[src/rtl/renee_wheel_driver_pkg.sv]
// renee_wheel_driver_pkg: action codes and channel state encoding shared by the wheel driver
package renee_wheel_driver_pkg;
    localparam logic [2:0] ACT_F = 3'b100;
    localparam logic [2:0] ACT_R = 3'b010;
    localparam logic [2:0] ACT_S = 3'b001;
    typedef enum logic [2:0] {
        ST_IDLE = 3'd0,
        ST_RAMP = 3'd1,
        ST_RUN  = 3'd2,
        ST_DEAD = 3'd3
    } state_t;
endpackage

[src/rtl/renee_wheel_driver_if.sv]
// renee_wheel_driver_if: wheel command inputs and motor/status outputs of the wheel driver
interface renee_wheel_driver_if import renee_wheel_driver_pkg::*; ();
    logic       en;
    logic [2:0] lwa;
    logic [2:0] rwa;
    logic       l_pwm;
    logic       l_dir;
    logic       r_pwm;
    logic       r_dir;
    state_t     l_state;
    state_t     r_state;
    logic       l_fault;
    logic       r_fault;
    logic       moving;
    modport master (output en, lwa, rwa,
                    input  l_pwm, l_dir, r_pwm, r_dir, l_state, r_state, l_fault, r_fault, moving);
    modport slave  (input  en, lwa, rwa,
                    output l_pwm, l_dir, r_pwm, r_dir, l_state, r_state, l_fault, r_fault, moving);
endinterface

[src/rtl/renee_wheel_driver_channel.sv]
// renee_wheel_channel: one wheel's decode, soft-start/dead-time FSM, fault flag and PWM compare
module renee_wheel_channel import renee_wheel_driver_pkg::*; #(
    parameter int PWM_BITS         = 4,
    parameter int DEAD_CYCLES      = 8,
    parameter int RAMP_STEP_CYCLES = 4
) (
    input  logic                clk,
    input  logic                rst,
    input  logic [2:0]          act,
    input  logic [PWM_BITS-1:0] cnt,
    output logic                pwm,
    output logic                dir,
    output logic                fault,
    output state_t              state
);
    localparam int SW = $clog2(RAMP_STEP_CYCLES) + 1;
    localparam int DW = $clog2(DEAD_CYCLES) + 1;
    localparam logic [PWM_BITS-1:0] DMAX = '1;
    logic [PWM_BITS-1:0] duty, duty_n;
    logic [SW-1:0] step, step_n;
    logic [DW-1:0] dead, dead_n;
    state_t state_n;
    logic dir_n;
    logic want_f, want_r, go, same, illegal;
    assign want_f  = act == ACT_F;
    assign want_r  = act == ACT_R;
    assign go      = want_f | want_r;
    assign same    = dir ? want_f : want_r;
    assign illegal = !go && act != ACT_S;
    always_comb begin
        state_n = state;
        duty_n  = duty;
        step_n  = step;
        dead_n  = dead;
        dir_n   = dir;
        case (state)
            ST_IDLE: if (go) begin
                state_n = ST_RAMP;
                dir_n   = want_f;
                duty_n  = '0;
                step_n  = '0;
            end
            ST_RAMP, ST_RUN: if (!same) begin
                state_n = ST_DEAD;
                duty_n  = '0;
                dead_n  = DW'(DEAD_CYCLES - 1);
            end else if (state == ST_RAMP) begin
                if (step == SW'(RAMP_STEP_CYCLES - 1)) begin
                    step_n  = '0;
                    duty_n  = duty + PWM_BITS'(1);
                    state_n = (duty == DMAX - PWM_BITS'(1)) ? ST_RUN : ST_RAMP;
                end else begin
                    step_n = step + SW'(1);
                end
            end
            default: begin
                state_n = (dead == '0) ? ST_IDLE : ST_DEAD;
                dead_n  = (dead == '0) ? dead : dead - DW'(1);
            end
        endcase
    end
    always_ff @(posedge clk) begin
        if (rst) begin
            state <= ST_IDLE;
            duty  <= '0;
            step  <= '0;
            dead  <= '0;
            dir   <= 1'b0;
            fault <= 1'b0;
            pwm   <= 1'b0;
        end else begin
            state <= state_n;
            duty  <= duty_n;
            step  <= step_n;
            dead  <= dead_n;
            dir   <= dir_n;
            fault <= fault | illegal;
            pwm   <= (duty == DMAX) | (cnt < duty);
        end
    end
endmodule

[src/rtl/renee_wheel_driver.sv]
// renee_wheel_driver: two independent wheel channels sharing one free-running PWM counter
module renee_wheel_driver import renee_wheel_driver_pkg::*; #(
    parameter int PWM_BITS         = 4,
    parameter int DEAD_CYCLES      = 8,
    parameter int RAMP_STEP_CYCLES = 4
) (
    input logic            clk,
    input logic            rst,
    renee_wheel_driver_if.slave bus
);
    logic [PWM_BITS-1:0] cnt;
    logic [2:0] l_act, r_act;
    always_ff @(posedge clk) begin
        cnt <= rst ? '0 : cnt + PWM_BITS'(1);
    end
    // disabling is a plain stop, never a fault
    assign l_act = bus.en ? bus.lwa : ACT_S;
    assign r_act = bus.en ? bus.rwa : ACT_S;
    renee_wheel_channel #(.PWM_BITS(PWM_BITS), .DEAD_CYCLES(DEAD_CYCLES), .RAMP_STEP_CYCLES(RAMP_STEP_CYCLES)) u_left (
        .clk(clk), .rst(rst), .act(l_act), .cnt(cnt),
        .pwm(bus.l_pwm), .dir(bus.l_dir), .fault(bus.l_fault), .state(bus.l_state)
    );
    renee_wheel_channel #(.PWM_BITS(PWM_BITS), .DEAD_CYCLES(DEAD_CYCLES), .RAMP_STEP_CYCLES(RAMP_STEP_CYCLES)) u_right (
        .clk(clk), .rst(rst), .act(r_act), .cnt(cnt),
        .pwm(bus.r_pwm), .dir(bus.r_dir), .fault(bus.r_fault), .state(bus.r_state)
    );
    assign bus.moving = bus.l_state inside {ST_RAMP, ST_RUN} || bus.r_state inside {ST_RAMP, ST_RUN};
endmodule

[src/flat_wrapper.sv]
// flat-port wrapper written by rule: the top's interface ports become plain ports
module renee_wheel_driver_flat import renee_wheel_driver_pkg::*;
#(
    parameter int PWM_BITS         = 4,
    parameter int DEAD_CYCLES      = 8,
    parameter int RAMP_STEP_CYCLES = 4
)
  (clk, rst, bus_en, bus_lwa, bus_rwa, bus_l_pwm, bus_l_dir, bus_r_pwm, bus_r_dir, bus_l_state, bus_r_state, bus_l_fault, bus_r_fault, bus_moving);
  renee_wheel_driver_if bus_i ();
  input logic clk;
  input logic rst;
  input wire logic [$bits(bus_i.en)-1:0] bus_en;
  input wire logic [$bits(bus_i.lwa)-1:0] bus_lwa;
  input wire logic [$bits(bus_i.rwa)-1:0] bus_rwa;
  output wire logic [$bits(bus_i.l_pwm)-1:0] bus_l_pwm;
  output wire logic [$bits(bus_i.l_dir)-1:0] bus_l_dir;
  output wire logic [$bits(bus_i.r_pwm)-1:0] bus_r_pwm;
  output wire logic [$bits(bus_i.r_dir)-1:0] bus_r_dir;
  output wire logic [$bits(bus_i.l_state)-1:0] bus_l_state;
  output wire logic [$bits(bus_i.r_state)-1:0] bus_r_state;
  output wire logic [$bits(bus_i.l_fault)-1:0] bus_l_fault;
  output wire logic [$bits(bus_i.r_fault)-1:0] bus_r_fault;
  output wire logic [$bits(bus_i.moving)-1:0] bus_moving;
  assign bus_i.en = bus_en;
  assign bus_i.lwa = bus_lwa;
  assign bus_i.rwa = bus_rwa;
  assign bus_l_pwm = bus_i.l_pwm;
  assign bus_l_dir = bus_i.l_dir;
  assign bus_r_pwm = bus_i.r_pwm;
  assign bus_r_dir = bus_i.r_dir;
  assign bus_l_state = bus_i.l_state;
  assign bus_r_state = bus_i.r_state;
  assign bus_l_fault = bus_i.l_fault;
  assign bus_r_fault = bus_i.r_fault;
  assign bus_moving = bus_i.moving;
  renee_wheel_driver #(.PWM_BITS(PWM_BITS), .DEAD_CYCLES(DEAD_CYCLES), .RAMP_STEP_CYCLES(RAMP_STEP_CYCLES)) u_core (.clk(clk), .rst(rst), .bus(bus_i));
endmodule
[config.mk]
export PLATFORM = sky130hd
export DESIGN_NAME = renee_wheel_driver_flat
export DESIGN_NICKNAME = d
export VERILOG_FILES = /design/src/rtl/renee_wheel_driver_pkg.sv /design/src/rtl/renee_wheel_driver_if.sv /design/src/rtl/renee_wheel_driver_channel.sv /design/src/rtl/renee_wheel_driver.sv /design/src/flat_wrapper.sv
export SDC_FILE = /design/constraint.sdc
export NUM_CORES = 1
export LEC_CHECK = 0
export CAP_MARGIN = 20
export CELL_PAD_IN_SITES_DETAIL_PLACEMENT = 1
export CELL_PAD_IN_SITES_GLOBAL_PLACEMENT = 2
export CORE_ASPECT_RATIO = 1.2
export CORE_UTILIZATION = 39
export CTS_BUF_LIST = sky130_fd_sc_hd__clkbuf_8
export CTS_CLUSTER_SIZE = 28
export DETAILED_ROUTE_END_ITERATION = 7
export PLACE_DENSITY = 0.94
export SLEW_MARGIN = 20
export SYNTH_ARGS = -nofsm -noshare
export SYNTH_HDL_FRONTEND = slang
export SYNTH_SLANG_ARGS = --single-unit
[constraint.sdc]
create_clock -name clk -period 3.1 [get_ports clk]
set_input_delay 0.62 -clock clk [delete_from_list [all_inputs] [get_ports clk]]
set_output_delay 0.62 -clock clk [all_outputs]
set_load 0.02 [all_outputs]
# ---- Yosys cells after proc, flatten, opt, wreduce, memory -nomap -nowiden
# Index checks and enable logic that the tools add are counted.
dict set report totals {
  regBits 38
  in_bits 9
  output_inout_bits 13
  word_cells 131
}
dict set report classes {
  n_addsub 7
  magnitude_cmp 2
  eq_ne 30
  n_mux 44
  n_bitwise 8
  n_reduce_logical 25
}
# operator n
set ops {}
lappend ops {{$mux 3} 18}
lappend ops {{$mux 4} 12}
lappend ops {{$pmux 4 s2} 4}
lappend ops {{$pmux 3 s2} 4}
lappend ops {{$eq 3x2->1 const B} 6}
lappend ops {{$eq 4x4->1 const B} 4}
lappend ops {{$reduce_and 4->1} 4}
lappend ops {{$add 4x1->4 const B} 3}
lappend ops {{$ne 2x2->1 const B} 6}
lappend ops {{$reduce_and 3->1} 4}
lappend ops {{$logic_not 4->1} 2}
lappend ops {{$lt 4x4->1} 2}
lappend ops {{$mux 2} 4}
lappend ops {{$ne 2x1->1 const B} 4}
lappend ops {{$reduce_bool 2->1} 4}
lappend ops {{$sub 4x1->4 const B} 2}
lappend ops {{$add 3x1->3 const B} 2}
lappend ops {{$eq 3x1->1 const B} 2}
lappend ops {{$eq 3x3->1 const B} 2}
lappend ops {{$logic_not 3->1} 2}
lappend ops {{$ne 3x1->1 const B} 2}
lappend ops {{$ne 3x2->1 const B} 2}
lappend ops {{$ne 3x3->1 const B} 2}
lappend ops {{$or 1x1->1} 6}
lappend ops {{other kinds (7)} 13}

# ---- Longest topological paths before layout
dict set report depth {
  ltp_word 6
  mapped_depth 8
  depth_no_buf 7
}

# ---- Cells and area by module
# Synthesis repeated with hierarchy kept, for this count alone.
dict set report unflattened {
  cells_unflattened 280
  hier_area_um2 2383.5
}
# mod n_inst cells_each area_per_inst_um2 seq_area_each_um2
set modules_own_cells {}
lappend modules_own_cells {renee_wheel_channel 2 129 1086.0 320.3}
lappend modules_own_cells {renee_wheel_driver 1 22 211.5 80.1}

# ---- Worst setup path after synthesis
# OpenSTA, ideal clock, no wires.
dict set report synth_path {
  kind {flip-flop to flip-flop}
  start {reg u_core.u_right.state[0]}
  end {reg u_core.u_right.state[0]}
  setup_ns 0.128
  arrival_time_ns 1.930
  t_required_ns 2.972
  path_slack_ns 1.042
  path_stages_with_launch 9
  path_buffers 1
  period_less_slack_ns 2.058
  path_cell_list {dfxtp_1 > inv_1 > ha_1 > clkbuf_1 > inv_1 > a211oi_2 > a21oi_1 > mux2i_1 > nor2_1}
}
dict set report synth_via {
  elab_chain_len 4
  word_cells_on_any_way 9
  cone_classes {eq/ne: 5; mux: 1; reduce/logical: 3}
}
# item line_no
set synth_rtl {}
lappend synth_rtl {{start: declaration} renee_wheel_driver_channel.sv:14} ;# output state_t state
lappend synth_rtl {{start signal: assignment} renee_wheel_driver_channel.sv:72} ;# state <= state_n;
lappend synth_rtl {{$eq 3x2->1 / $eq 3x1->1 (equally long branches)} {renee_wheel_driver_channel.sv:36, renee_wheel_driver_channel.sv:47}}
lappend synth_rtl {{$reduce_or 2->1} renee_wheel_driver_channel.sv:36} ;# case (state)
lappend synth_rtl {{$ne 3x2->1 (no line) / $ne 3x3->1 (equally long branches)} n/a}
lappend synth_rtl {{$reduce_and 3->1 (no line)} n/a}
# Parallel ways exist; a longest one is shown, timed or not.
# A chain may end at the register's enable or synchronous reset.

# ---- Worst setup path in the final report
dict set report layout_path {
  start {reg u_core.u_left.state[0]}
  end {out bus_moving}
}
dict set report layout_via {
  elab_chain_len 3
  word_cells_on_any_way 4
  cone_classes {eq/ne: 2; reduce/logical: 2}
}
# item line_no
set layout_rtl {}
lappend layout_rtl {{start: declaration} renee_wheel_driver_channel.sv:14}
lappend layout_rtl {{start signal: assignment} renee_wheel_driver_channel.sv:72}
lappend layout_rtl {{$eq 3x1->1 / $eq 3x2->1 (equally long branches)} renee_wheel_driver.sv:27} ;# assign bus.moving = bus.l_state inside {ST_RAMP, ST_RUN} || bus.r_state inside {ST_RAMP, ST_RUN};
lappend layout_rtl {{$reduce_bool 2->1 *} renee_wheel_driver.sv:27}
lappend layout_rtl {{$logic_or 1x1->1 *} renee_wheel_driver.sv:27}
lappend layout_rtl {{end: declaration} flat_wrapper.sv:23} ;# output wire logic [$bits(bus_i.moving)-1:0] bus_moving;
# Every way passes the cells marked *; elsewhere a longest branch is shown, timed or not.

==> flow_summary.yaml <==
run_status:
  status: "finished, final reports clean"
detailed_routing:
  routedWlPerCell_um: 14.6
  remaining_drc_errors: 0
  vias: 2033
  drt_iter0_markers: 83
  antenna_left: 0
  wirelength_um: 5540
  first_pass_iters: 4
  via_per_inst: 5.36
grt:
  antenna_found_initial: 0
  grt_pass1_wl_um: 9380
  track_usage: 0.193
  grt_max_degree: 27
  overflow: 0
  grt_pass1_vias: 2063
yosys:
  ys_warn_count: 0
  netlist.top_cell.by_area: "dfxtp_1"
  syn_inst: 280
  async_reset_ff_frac: 0
  synth_top_area_frac: 0.310
  yosysMostFrequentCell: "dfxtp_1"
  seq_area_frac_synth: 0.310
  synth_area_um2: 2330
  ys_top_cells_by_area: "dfxtp_1, ha_1, a21oi_1, inv_1, o21ai_0"
  syn_area_per_cell_um2: 8.31
  ys_ff_latch: 36
  synth_commonest_cells: "dfxtp_1, inv_1, ha_1"
  yosysUniqueCellTypes: 49
  synth-edff-count: 0
  synth_flop_cell: "dfxtp_1"
finish:
  regArea_um2: 721
  drive_above_1_share: 0.0903
  multi_input_comb_area_um2: 1460
  final_area_um2: 2710
  nets: 332
  area_growth_pct: 16.5
  n_antenna_cell: 0
  n_fill_cell: 712
hold_path:
  hold_path.class: "reg2reg"
setup_path:
  path_class: "reg2out"
  cp_max_fo: 8
  cp_top_family: "buffers and inverters"
  crit_top_cell: "inv_1"
  path_cells: "inv_1 > ha_1 > inv_1 > nand2_1 > clkdlybuf4s50_1"
  crit_buf_inv: 3
  arrival_ns: 2.17
  crit_path_top_delay_cell: "clkdlybuf4s50_1"
  cp-end-kind: "primary output"
  start_kind: "flip-flop"
  worstPathRequired_ns: 2.48
  cpPeakStageDelay_ns: 0.62
floorplan:
  top_level_ports: 22
  die_w_um: 72.5
  core_area_um2: 5710
  initial_utilization: 0.408
  die_h_um: 86.6
  die_area_um2: 6280
  rows: 30
clocking:
  cts.sinks: 36
  cts_resized: 0
  htree_levels: 2
  cts_buffer_depth: 2
  clk_pin_slew_ns: 0.07
  clock_latency_ns: 0.29
  cts_hold_buffers: 0
  cts_buffers: 5
  post-cts-setup-buffers: 0
  clockRootBuffer: "clkbuf_8"
  cts_tree: "done"
job:
  maxCapViolCount: 0
sta:
  period_minus_slack_ns: 2.79
  skew_ns: 0.00408
  fin_crit_sh: 0.901
  relSlewSlack: 0.523
  slew_violations: 0
  final-setup-viol-count: 0
  tightest_slew_ns: 0.714
  clock.fmax_mhz: 358
  setup_total_negative_slack_ns: 0
  rsz0062_at_grt: "no"
  hold_viol_final: 0
placement:
  hpwl_um: 4150
  port_buffers: 19
  gp_congestion: 0.742
  place_area_um2: 2580
power_and_ir_drop:
  p_per_area_nw_per_um2: 837
  worst_ir_drop_vdd_uv: 591
  leakage_nw: 1.02
-- routing by layer --
| metal | GRT usage | wire length (um) | share of wire | up-vias |
|---|---|---|---|---|
| li1 | - | - | - | 1023 |
| met4 | 0.0766 | 91 | 0.016 | 0 |
| met5 | 0 | 0 | 0 | - |
| met2 | 0.368 | 2970 | 0.54 | 17 |
| met1 | 0.207 | 2380 | 0.43 | 986 |
| met3 | 0.0326 | 93 | 0.017 | 7 |
-- layout make-up --
class	count	area share
Clock inverter	1	0.0111
Clock buffer	7	0.0356
Sequential cell	36	0.266
Tap cell	80	0.0370
Timing Repair Buffer	20	0.0730
Inverter	27	0.0374
Multi-Input combinational cell	208	0.540
-- worst reg2reg max path: stages, from the launching register on --
cell and delay, ns:
dfxtp_1 0.39, inv_1 0.10, ha_1 0.46, inv_1 0.20, a211oi_4 0.49, a21oi_1 0.21
o21ai_0 0.20, a21oi_1 0.05
-- kinds of logic (layout without fill, tap and decap cells) --
logic type                 Yosys count  after routing  share of synthesized area
AOI/OAI and AO/OA                   83             83                      0.254
xor gates and xnor gates             5              5                     0.0188
adders and majority gates           25             25                      0.134
buffers and inverters               37             55                     0.0629
DFF                                 36             36                      0.310
muxes                                3              3                     0.0134
other                                1              2                    0.00161
and+or+nand+nor                     90             90                      0.204
-- state kept, by name, indices dropped and copies added (netlist names) --
register              cells
u_core.cnt                4
u_core.u_left.dead        4
u_core.u_left.dir         1
u_core.u_left.duty        4
u_core.u_left.fault       1
u_core.u_left.pwm         1
u_core.u_left.state       2
u_core.u_left.step        3
u_core.u_right.dead       4
u_core.u_right.dir        1
u_core.u_right.duty       4
u_core.u_right.fault      1
u_core.u_right.pwm        1
u_core.u_right.state      2
u_core.u_right.step       3
-- worst paths after layout --
path / startpoint / endpoint / slack, ns / cells past startpoint
setup / recovery: u_core.u_left.state[0] / bus_moving / 0.31 / 5
hold / removal: u_core.u_left.fault / u_core.u_left.fault / 0.47 / 2
setup reg to reg: u_core.u_left.state[0] / u_core.u_left.state[1] / 0.86 / 7
hold reg to reg: u_core.u_left.fault / u_core.u_left.fault / 0.47 / 2
-- report_power, final --
group          total [mW]  internal (mW)  leakage, nW  switching (mW)
clock network       0.463          0.284       0.0645           0.179
registers           0.623          0.546        0.294          0.0771
logic                1.18          0.469        0.664           0.713
total                2.27           1.30         1.02           0.970
-- cells in the final DEF, fill, tap and decap left out, types with 3 or more instances in the layout --
cell type        count
dfxtp_1             36
inv_1               27
ha_1                25
a21oi_1             24
nor2_1              21
clkdlybuf4s50_1     19
nand2_1             16
o21ai_0             16
nand3_1             10
nand2b_1             9
a21o_1               8
clkbuf_8             7
nor3_1               6
a31oi_1              5
nand3b_1             4
a211oi_2             3
nor2b_1              3
xor2_1               3
or3_1                3
a211oi_1             3
nor4_1               3
o31ai_1              3
and2_1               3
a31o_2               3
-- metrics by stage --
stage / std cells / util / hold slack [ns] / power, mW / worst slack [ns]
6_report: 379 / 0.475 / 0.475 / 2.27 / 0.308
5_1_grt: 379 / 0.475 / 0.504 / 2.44 / 0.164
3_5_place_dp: 371 / 0.453 / 0.463 / 1.82 / 0.359
3_3_place_gp: 371 / 0.453 / 0.453 / 1.78 / 0.439
4_1_cts: 379 / 0.475 / 0.482 / 2.30 / 0.276
2_1_floorplan: 281 / - / 0.432 / 1.48 / 1.04
Note: power is estimated with default switching activity, not from simulation.
